<file path="src/rtl/btn_pulse_conditioner.sv">
// btn_pulse_conditioner: synchronise, debounce and pulse-shape two push-buttons into mutually exclusive level-change requests
module btn_pulse_channel #(
  parameter logic [31:0] DEBOUNCE_CYCLES = 32'd1_000_000,
  parameter bit          REPEAT_EN       = 1'b1,
  parameter logic [31:0] REPEAT_DELAY    = 32'd50_000_000,
  parameter logic [31:0] REPEAT_PERIOD   = 32'd25_000_000
) (
  input  logic clk,
  input  logic rst,
  input  logic raw,
  output logic held,
  output logic req
);
  typedef enum logic [1:0] {IDLE, DELAY, REPEAT} state_t;
  state_t state, state_n;
  logic s1, s, d;
  logic [31:0] dcnt, rcnt, rcnt_n;
  always_ff @(posedge clk) begin
    if (rst) begin
      s1 <= 1'b0;
      s <= 1'b0;
      d <= 1'b0;
      dcnt <= '0;
    end else begin
      s1 <= raw;
      s <= s1;
      if (s == d) dcnt <= '0;
      else if (dcnt == DEBOUNCE_CYCLES - 32'd1) begin
        d <= s;
        dcnt <= '0;
      end else dcnt <= dcnt + 32'd1;
    end
  end
  always_ff @(posedge clk) begin
    if (rst) begin
      state <= IDLE;
      rcnt <= '0;
    end else begin
      state <= state_n;
      rcnt <= rcnt_n;
    end
  end
  // release wins over any repeat tick landing in the same cycle
  always_comb begin
    state_n = state;
    rcnt_n = rcnt;
    req = 1'b0;
    if (!d) begin
      state_n = IDLE;
      rcnt_n = '0;
    end else begin
      case (state)
        IDLE: begin
          req = 1'b1;
          state_n = DELAY;
          rcnt_n = '0;
        end
        DELAY:
          if (rcnt == REPEAT_DELAY - 32'd1) begin
            if (REPEAT_EN) begin
              req = 1'b1;
              rcnt_n = '0;
              state_n = REPEAT;
            end
          end else rcnt_n = rcnt + 32'd1;
        REPEAT:
          if (rcnt == REPEAT_PERIOD - 32'd1) begin
            req = 1'b1;
            rcnt_n = '0;
          end else rcnt_n = rcnt + 32'd1;
        default: state_n = IDLE;
      endcase
    end
  end
  assign held = d;
endmodule

module btn_pulse_conditioner #(
  parameter logic [31:0] DEBOUNCE_CYCLES = 32'd1_000_000,
  parameter bit          REPEAT_EN       = 1'b1,
  parameter logic [31:0] REPEAT_DELAY    = 32'd50_000_000,
  parameter logic [31:0] REPEAT_PERIOD   = 32'd25_000_000
) (
  input  logic clk,
  input  logic rst,
  input  logic btn_faster_raw,
  input  logic btn_slower_raw,
  output logic btn_faster,
  output logic btn_slower,
  output logic faster_held,
  output logic slower_held
);
  logic req_f, req_s;
  btn_pulse_channel #(
    .DEBOUNCE_CYCLES(DEBOUNCE_CYCLES), .REPEAT_EN(REPEAT_EN),
    .REPEAT_DELAY(REPEAT_DELAY), .REPEAT_PERIOD(REPEAT_PERIOD)
  ) u_faster (.clk(clk), .rst(rst), .raw(btn_faster_raw), .held(faster_held), .req(req_f));
  btn_pulse_channel #(
    .DEBOUNCE_CYCLES(DEBOUNCE_CYCLES), .REPEAT_EN(REPEAT_EN),
    .REPEAT_DELAY(REPEAT_DELAY), .REPEAT_PERIOD(REPEAT_PERIOD)
  ) u_slower (.clk(clk), .rst(rst), .raw(btn_slower_raw), .held(slower_held), .req(req_s));
  // a colliding slower request is dropped, never queued
  always_ff @(posedge clk) begin
    if (rst) begin
      btn_faster <= 1'b0;
      btn_slower <= 1'b0;
    end else begin
      btn_faster <= req_f;
      btn_slower <= req_s & ~req_f;
    end
  end
endmodule

</file>
<file path="config.mk">
export PLATFORM = sky130hd
export DESIGN_NAME = btn_pulse_conditioner
export DESIGN_NICKNAME = d
export VERILOG_FILES = /design/src/rtl/btn_pulse_conditioner.sv
export SDC_FILE = /design/constraint.sdc
export NUM_CORES = 1
export LEC_CHECK = 0
export BUFFER_PORTS_ARGS = -buffer_cell sky130_fd_sc_hd__buf_2
export CAP_MARGIN = 20
export CORE_UTILIZATION = 55
export CTS_CLUSTER_DIAMETER = 150
export DETAILED_ROUTE_END_ITERATION = 12
export PLACE_DENSITY = 0.74
export SLEW_MARGIN = 20
export SYNTH_ARGS = -nofsm -noshare
export SYNTH_HDL_FRONTEND = slang
export SYNTH_HIERARCHICAL = 1
export SYNTH_SLANG_ARGS = --single-unit
</file>
<file path="constraint.sdc">
create_clock -name clk -period 2.1 [get_ports clk]
set_input_delay 0.105 -clock clk [delete_from_list [all_inputs] [get_ports clk]]
set_output_delay 0.105 -clock clk [all_outputs]
set_load 0.05 [all_outputs]
</file>
### Word-level counts from Yosys, hierarchy flattened

Index checks and enable logic that the tools add are counted.

* logic and storage cells: 70
* register bits: 140

* eq/ne operators: 14
* muxes and demuxes: 18
* bitwise logic cells: 8
* reduce and logical (&&, ||, !) cells: 12
* add/subtract/negate cells: 4

Operators by type and width (number)
* 32-bit one-hot mux with 3 select lines: 2
* 32-bit by 1-bit adder with 32-bit output, second input constant: 4
* 32-bit two-way mux: 4
* 32-bit by 20-bit equality test with 1-bit output, second input constant: 2
* 32-bit by 25-bit equality test with 1-bit output, second input constant: 2
* 32-bit by 26-bit equality test with 1-bit output, second input constant: 2
* 2-bit one-hot mux with 3 select lines: 2
* 2-bit AND reduction: 4
* 1-bit NOT: 7
* 1-bit two-way mux: 6
* 1-bit one-hot mux with 3 select lines: 2
* 3-bit nonzero test: 2
* 3-bit OR reduction: 2
* 2-bit by 1-bit equality test with 1-bit output, second input constant: 2
* 2-bit equality test, second input constant: 2
* 2-bit zero test: 2
* 2-bit two-way mux: 2
* 2-bit by 1-bit != test with 1-bit output, second input constant: 2
* 2-bit OR reduction: 2
* 1-bit equality test: 2
* 1-bit bitwise AND: 1

### Longest topological paths before layout

* depth in word-level cells: 6
* depth in mapped cells: 9
* gate-level depth less buffers: 8

### Cells and area by module

The synthesis kept the hierarchy.

Modules (own cells, without submodules)
* btn_pulse_channel: instances 2, cells each 451, area an instance 3627.2 um^2
* btn_pulse_conditioner: instances 1, cells each 4, area an instance 58.8 um^2

### Worst setup path before layout

OpenSTA, ideal clock, no wires.

* path type: register to register
* start: register u_faster.rcnt[0]
* end: register u_faster.rcnt[28]
* setup time: 0.075 ns
* cell stages (with the launch flop): 9
* clock period less this slack: 2.197 ns
* data required time: 2.025 ns
* path slack: -0.097 ns
* path buffers: 1
* arrival time: 2.123 ns
* cell sequence: dfxtp_1 ha_1 and4_1 buf_2 nand3_2 or4_1 nand2b_1 or3_1 a31oi_1

* longest elaborated chain between the ends: 3
* elaborated cells on any way between the ends: 6

RTL lines
* start, declared: RTL line 17 `logic [31:0] dcnt, rcnt, rcnt_n;`
* start signal, assigned: RTL line 40 `rcnt <= rcnt_n;`
* 32-bit by 1-bit adder with 32-bit output, or another cell as far along: RTL line 65, 70
* 32-bit two-way mux (on tied branches): RTL line 67, 59
* 32-bit one-hot mux with 3 select lines (*): RTL line 52 `case (state)`

Every way passes the cells marked *; elsewhere a longest branch is shown, timed or not.
A chain may end at the register's enable or synchronous reset.

### Worst setup path in the final report

* start: register u_faster.rcnt[26]
* end: register u_faster.rcnt[24]

* longest elaborated chain between the ends: 3
* elaborated cells on any way between the ends: 5

RTL lines (RTL line)
* 32-bit by 25-bit equality test with 1-bit output or 32-bit by 26-bit equality test with 1-bit output (tied branches): 67, 59
* 32-bit two-way mux (on tied branches): 67, 59
* 32-bit one-hot mux with 3 select lines (*): 52

Marked as above.

==> tab_implementation.tex <==
\begin{tabular}{lr}
\hline
Metric & Value \\
\hline
\multicolumn{2}{l}{\textbf{Status}} \\
\quad Result of the run & complete, but fails checks \\
\quad Failing checks & setup timing \\
\multicolumn{2}{l}{\textbf{Global route}} \\
\quad Number of antenna violations at the first check in global routing & 0 \\
\quad Vias in the first global route & 6845 \\
\quad Sum of overflow across all layers after global routing & 0 \\
\quad Global Route Usage Sum & 0.267 \\
\quad Wire length of the first global-routing pass & 30700 um \\
\quad Maximum number of pins on one net before global-route repair & 35 \\
\multicolumn{2}{l}{\textbf{Synthesis}} \\
\quad Number of enable flip-flop cells after synthesis & 0 \\
\quad Ys async rst share & 0 \\
\quad Fraction of the yosys area taken by sequential cells & 0.383 \\
\quad Cell accounting for the most synthesized area & sky130\_fd\_sc\_hd\_\_dfxtp\_1 \\
\quad Distinct cell type count of the synthesized netlist & 54 \\
\quad Mean area per synthesized cell & 8.07 um\^{}2 \\
\quad Ranking of synthesized cells by area & sky130\_fd\_sc\_hd\_\_dfxtp\_1 38\%, sky130\_fd\_sc\_hd\_\_nand3\_1 5.7\%, sky130\_fd\_sc\_hd\_\_nand2\_1 4.9\% \\
\quad Post-Synthesis Cells & 906 \\
\quad Count of warnings emitted by yosys & 6 \\
\quad List of most frequent post-synthesis cells & 140 x sky130\_fd\_sc\_hd\_\_dfxtp\_1, 96 x sky130\_fd\_sc\_hd\_\_nand2\_1, 88 x sky130\_fd\_sc\_hd\_\_nor2\_1 \\
\quad Most used DFF post-synth & sky130\_fd\_sc\_hd\_\_dfxtp\_1 \\
\quad FF+latch count, synth & 140 \\
\quad Share of the synthesized area in the top cell type & 0.383 \\
\quad Library cell with the highest instance count after synthesis & sky130\_fd\_sc\_hd\_\_dfxtp\_1 \\
\quad Post-Synthesis Net Count & 926 \\
\quad Post-Syn Area & 0.00731 mm\^{}2 \\
\multicolumn{2}{l}{\textbf{Power and ir drop}} \\
\quad Highest ir drop seen on vdd & 0.599 mV \\
\quad Sequential group share of total power & 0.476 \\
\quad Total power draw & 0.00560 W \\
\quad Fraction of power consumed by the clock network & 0.518 \\
\quad Power per unit of standard cell area & 594 mW/mm\^{}2 \\
\quad Leakage power & 2.92 nW \\
\quad Internal power component & 0.00443 W \\
\quad Total net switching power & 0.00117 W \\
\quad Combinational cell fraction of total power & 0.006 \\
\quad Switching power as a share of total power & 0.209 \\
\multicolumn{2}{l}{\textbf{Floorplanning}} \\
\quad Vert. Die Dim & 117 um \\
\quad Core area & 0.0128 mm\^{}2 \\
\quad Floorplan die area & 0.0138 mm\^{}2 \\
\quad Effective utilization at floorplan & 0.573 \\
\quad Chip width & 117 um \\
\quad Number of ports placed on the die boundary & 8 \\
\quad Row count & 41 \\
\multicolumn{2}{l}{\textbf{Timing}} \\
\quad Count of final setup violators & 40 \\
\quad Max-slew headroom & 0.638 \\
\quad Setup slack after layout & -0.220 ns \\
\quad Transition at the pin with the smallest max-transition slack & 0.537 ns \\
\quad RSZ-0062 raised after global routing & yes \\
\quad Final hold viol count & 0 \\
\quad Final period util & 1.10 \\
\quad Total negative slack for setup checks & -6.15 ns \\
\quad Tmin final & 2.32 ns \\
\quad Largest clock skew in the final design & 0.00639 ns \\
\quad Max-slew violation count & 0 \\
\quad FMAX & 0.431 GHz \\
\multicolumn{2}{l}{\textbf{Routing}} \\
\quad Vias per cell & 6.15 \\
\quad Number of DRC markers after the initial detailed-route iteration & 692 \\
\quad Routed len/inst & 16.7 um \\
\quad Remaining antenna violation count & 0 \\
\quad Wirelength, routed & 20000 um \\
\quad Via Count & 7378 \\
\quad Detailed-route DRC error count & 0 \\
\quad Length of the first detailed-routing pass in iterations & 6 \\
\multicolumn{2}{l}{\textbf{Final layout}} \\
\quad \# fillers & 876 \\
\quad Synthesis-to-finish area growth & 28.8\% \\
\quad Flip-flop and latch area & 0.00282 mm\^{}2 \\
\quad Antenna Cells & 0 \\
\quad Nets & 1034 \\
\quad Multi-input combinational cell area & 0.00451 mm\^{}2 \\
\quad Fraction of layout instances using a drive strength above 1 & 0.260 \\
\multicolumn{2}{l}{\textbf{Worst hold path}} \\
\quad Worst hold path type & reg2reg \\
\multicolumn{2}{l}{\textbf{Critical path}} \\
\quad Worst EP required & 2.39 ns \\
\quad Critical Path Source Type & flip-flop \\
\quad Buffers and inverters on the worst path & 3 \\
\quad Classification of the worst setup path & reg2reg \\
\quad Slowest stage cell, crit path & sky130\_fd\_sc\_hd\_\_o41ai\_4 \\
\quad Max FO, Critical Path & 8 \\
\quad Worst path most repeated cell & sky130\_fd\_sc\_hd\_\_buf\_4 \\
\quad Kind of cell adding the most delay to the critical path & simple AND/OR/NAND/NOR gates \\
\quad Setup crit end kind & flip-flop \\
\quad Ordered cell list for the critical path & nor4\_1, buf\_4, nand4\_1, o41ai\_4, buf\_4, a21oi\_4, clkbuf\_16, nand3\_1, a31oi\_1 \\
\quad Arrival time of the worst setup path & 2.61 ns \\
\quad Highest cell delay on the worst timing path & 0.44 ns \\
\multicolumn{2}{l}{\textbf{Placement}} \\
\quad Placed wire-length estimate & 11900 um \\
\quad Count of input and output buffers & 7 \\
\quad Final GP Congestion & 0.847 \\
\multicolumn{2}{l}{\textbf{CTS}} \\
\quad Clock Sink Count & 140 \\
\quad CTS tree & built \\
\quad H-tree depth & 4 \\
\quad Register clock-pin slew on the reported worst setup and hold paths & 0.06 ns \\
\quad Root buffer cell & sky130\_fd\_sc\_hd\_\_clkbuf\_16 \\
\quad Cts bufs inserted & 17 \\
\quad Worst skew pair latency & 0.42 ns \\
\quad Maximum buffer depth of the clock tree & 2 \\
\multicolumn{2}{l}{\textbf{Job}} \\
\quad Max cap viols & 0 \\
\hline
\end{tabular}
[metal layers]
metal,track usage,wire (um),vias up
met5,0,0,-
met1,0.325,8520,3532
met3,0.0530,1130,54
met2,0.451,9870,282
li1,-,-,3510
met4,0.123,513,0
[worst paths after layout]
check | depth (start not counted) | slack [ns] | to | from
max | 9 | -0.22 | u_faster/rcnt[24] | u_faster/rcnt[26]
min | 1 | 0.44 | u_faster/s | u_faster/s1
max reg2reg | 9 | -0.22 | u_faster/rcnt[24] | u_faster/rcnt[26]
min reg2reg | 1 | 0.44 | u_faster/s | u_faster/s1
[state kept, by name (all words and copies together), names as in the netlist]
| signal | cells |
|---|---|
| btn_faster | 1 |
| btn_slower | 1 |
| u_faster/dcnt | 32 |
| u_faster/held | 1 |
| u_faster/rcnt | 32 |
| u_faster/s | 1 |
| u_faster/s1 | 1 |
| u_faster/state | 2 |
| u_slower/dcnt | 32 |
| u_slower/held | 1 |
| u_slower/rcnt | 32 |
| u_slower/s | 1 |
| u_slower/s1 | 1 |
| u_slower/state | 2 |
[area by class of cell]
type | instances | share of cell area
Clock buffer | 23 | 0.0518
Clock inverter | 9 | 0.00916
Inverter | 26 | 0.0104
Multi-Input combinational cell | 688 | 0.479
Sequential cell | 140 | 0.299
Tap cell | 172 | 0.0228
Timing Repair Buffer | 141 | 0.128
[worst reg2reg max path, stage by stage, from the launching register on]
cell,delay (ns)
sky130_fd_sc_hd__dfxtp_1,0.33
sky130_fd_sc_hd__nor4_1,0.36
sky130_fd_sc_hd__buf_4,0.19
sky130_fd_sc_hd__nand4_1,0.22
sky130_fd_sc_hd__o41ai_4,0.44
sky130_fd_sc_hd__buf_4,0.19
sky130_fd_sc_hd__a21oi_4,0.10
sky130_fd_sc_hd__clkbuf_16,0.19
sky130_fd_sc_hd__nand3_1,0.10
sky130_fd_sc_hd__a31oi_1,0.08
[cells by family after synthesis]
group | Yosys count | share of synthesized area
AO/OA/AOI/OAI | 134 | 0.119
adder cells (fa/ha/maj) | 16 | 0.0274
buffers and inverters | 78 | 0.0513
XOR/XNOR | 52 | 0.0623
flip-flops | 140 | 0.383
multiplexers | 4 | 0.00547
AND/OR/NAND/NOR | 482 | 0.352
[through the flow]
step / hold slack [ns] / instance area (um^2) / utilization / setup slack (ns) / std cells
after global routing: 0.457 / 9420 / 0.737 / -0.313 / 1199
after global placement: 0.351 / 8260 / 0.647 / -0.0478 / 1148
after floorplan: 0.176 / 7380 / - / 0.00852 / 906
after detailed placement: 0.344 / 8260 / 0.647 / -0.106 / 1148
after CTS: 0.450 / 8990 / 0.704 / -0.0217 / 1187
final: 0.442 / 9420 / 0.737 / -0.220 / 1199
[placed cells by master (no fill, tap or decap), types with 18 or more instances in the layout]
cell type                   instances
sky130_fd_sc_hd__a21oi_1           23
sky130_fd_sc_hd__a31oi_1           51
sky130_fd_sc_hd__and3_1            18
sky130_fd_sc_hd__buf_4            115
sky130_fd_sc_hd__clkbuf_16         21
sky130_fd_sc_hd__dfxtp_1          128
sky130_fd_sc_hd__inv_1             26
sky130_fd_sc_hd__nand2_1           96
sky130_fd_sc_hd__nand3_1           64
sky130_fd_sc_hd__nand3_2           23
sky130_fd_sc_hd__nand4_1           36
sky130_fd_sc_hd__nor2_1            87
sky130_fd_sc_hd__or3_1             44
sky130_fd_sc_hd__xnor2_1           24
sky130_fd_sc_hd__xor2_1            28
[power groups by stage]
stage / Clock (W) / Sequential (W) / Combinational, W
6_report: 0.00290 / 0.00266 / 0.0000314
5_1_grt: 0.00306 / 0.00266 / 0.0000341
4_1_cts: 0.00293 / 0.00266 / 0.0000311
3_5_place_dp: 0 / 0.00272 / 0.0000266
3_3_place_gp: 0 / 0.00272 / 0.0000257
2_1_floorplan: 0 / 0.00272 / 0.0000144
[timing repair]
action | in CTS | in global routing
endpoints found under the hold margin | 7 | 0
pin swaps | 17 | 76
cloned | 0 | 7
hold buffers | 3 | 0
buffers inserted | 4 | 5
setup endpoints to repair | 39 | 66
gates resized for setup | 19 | 63
Power figures use the tool's default switching activity.
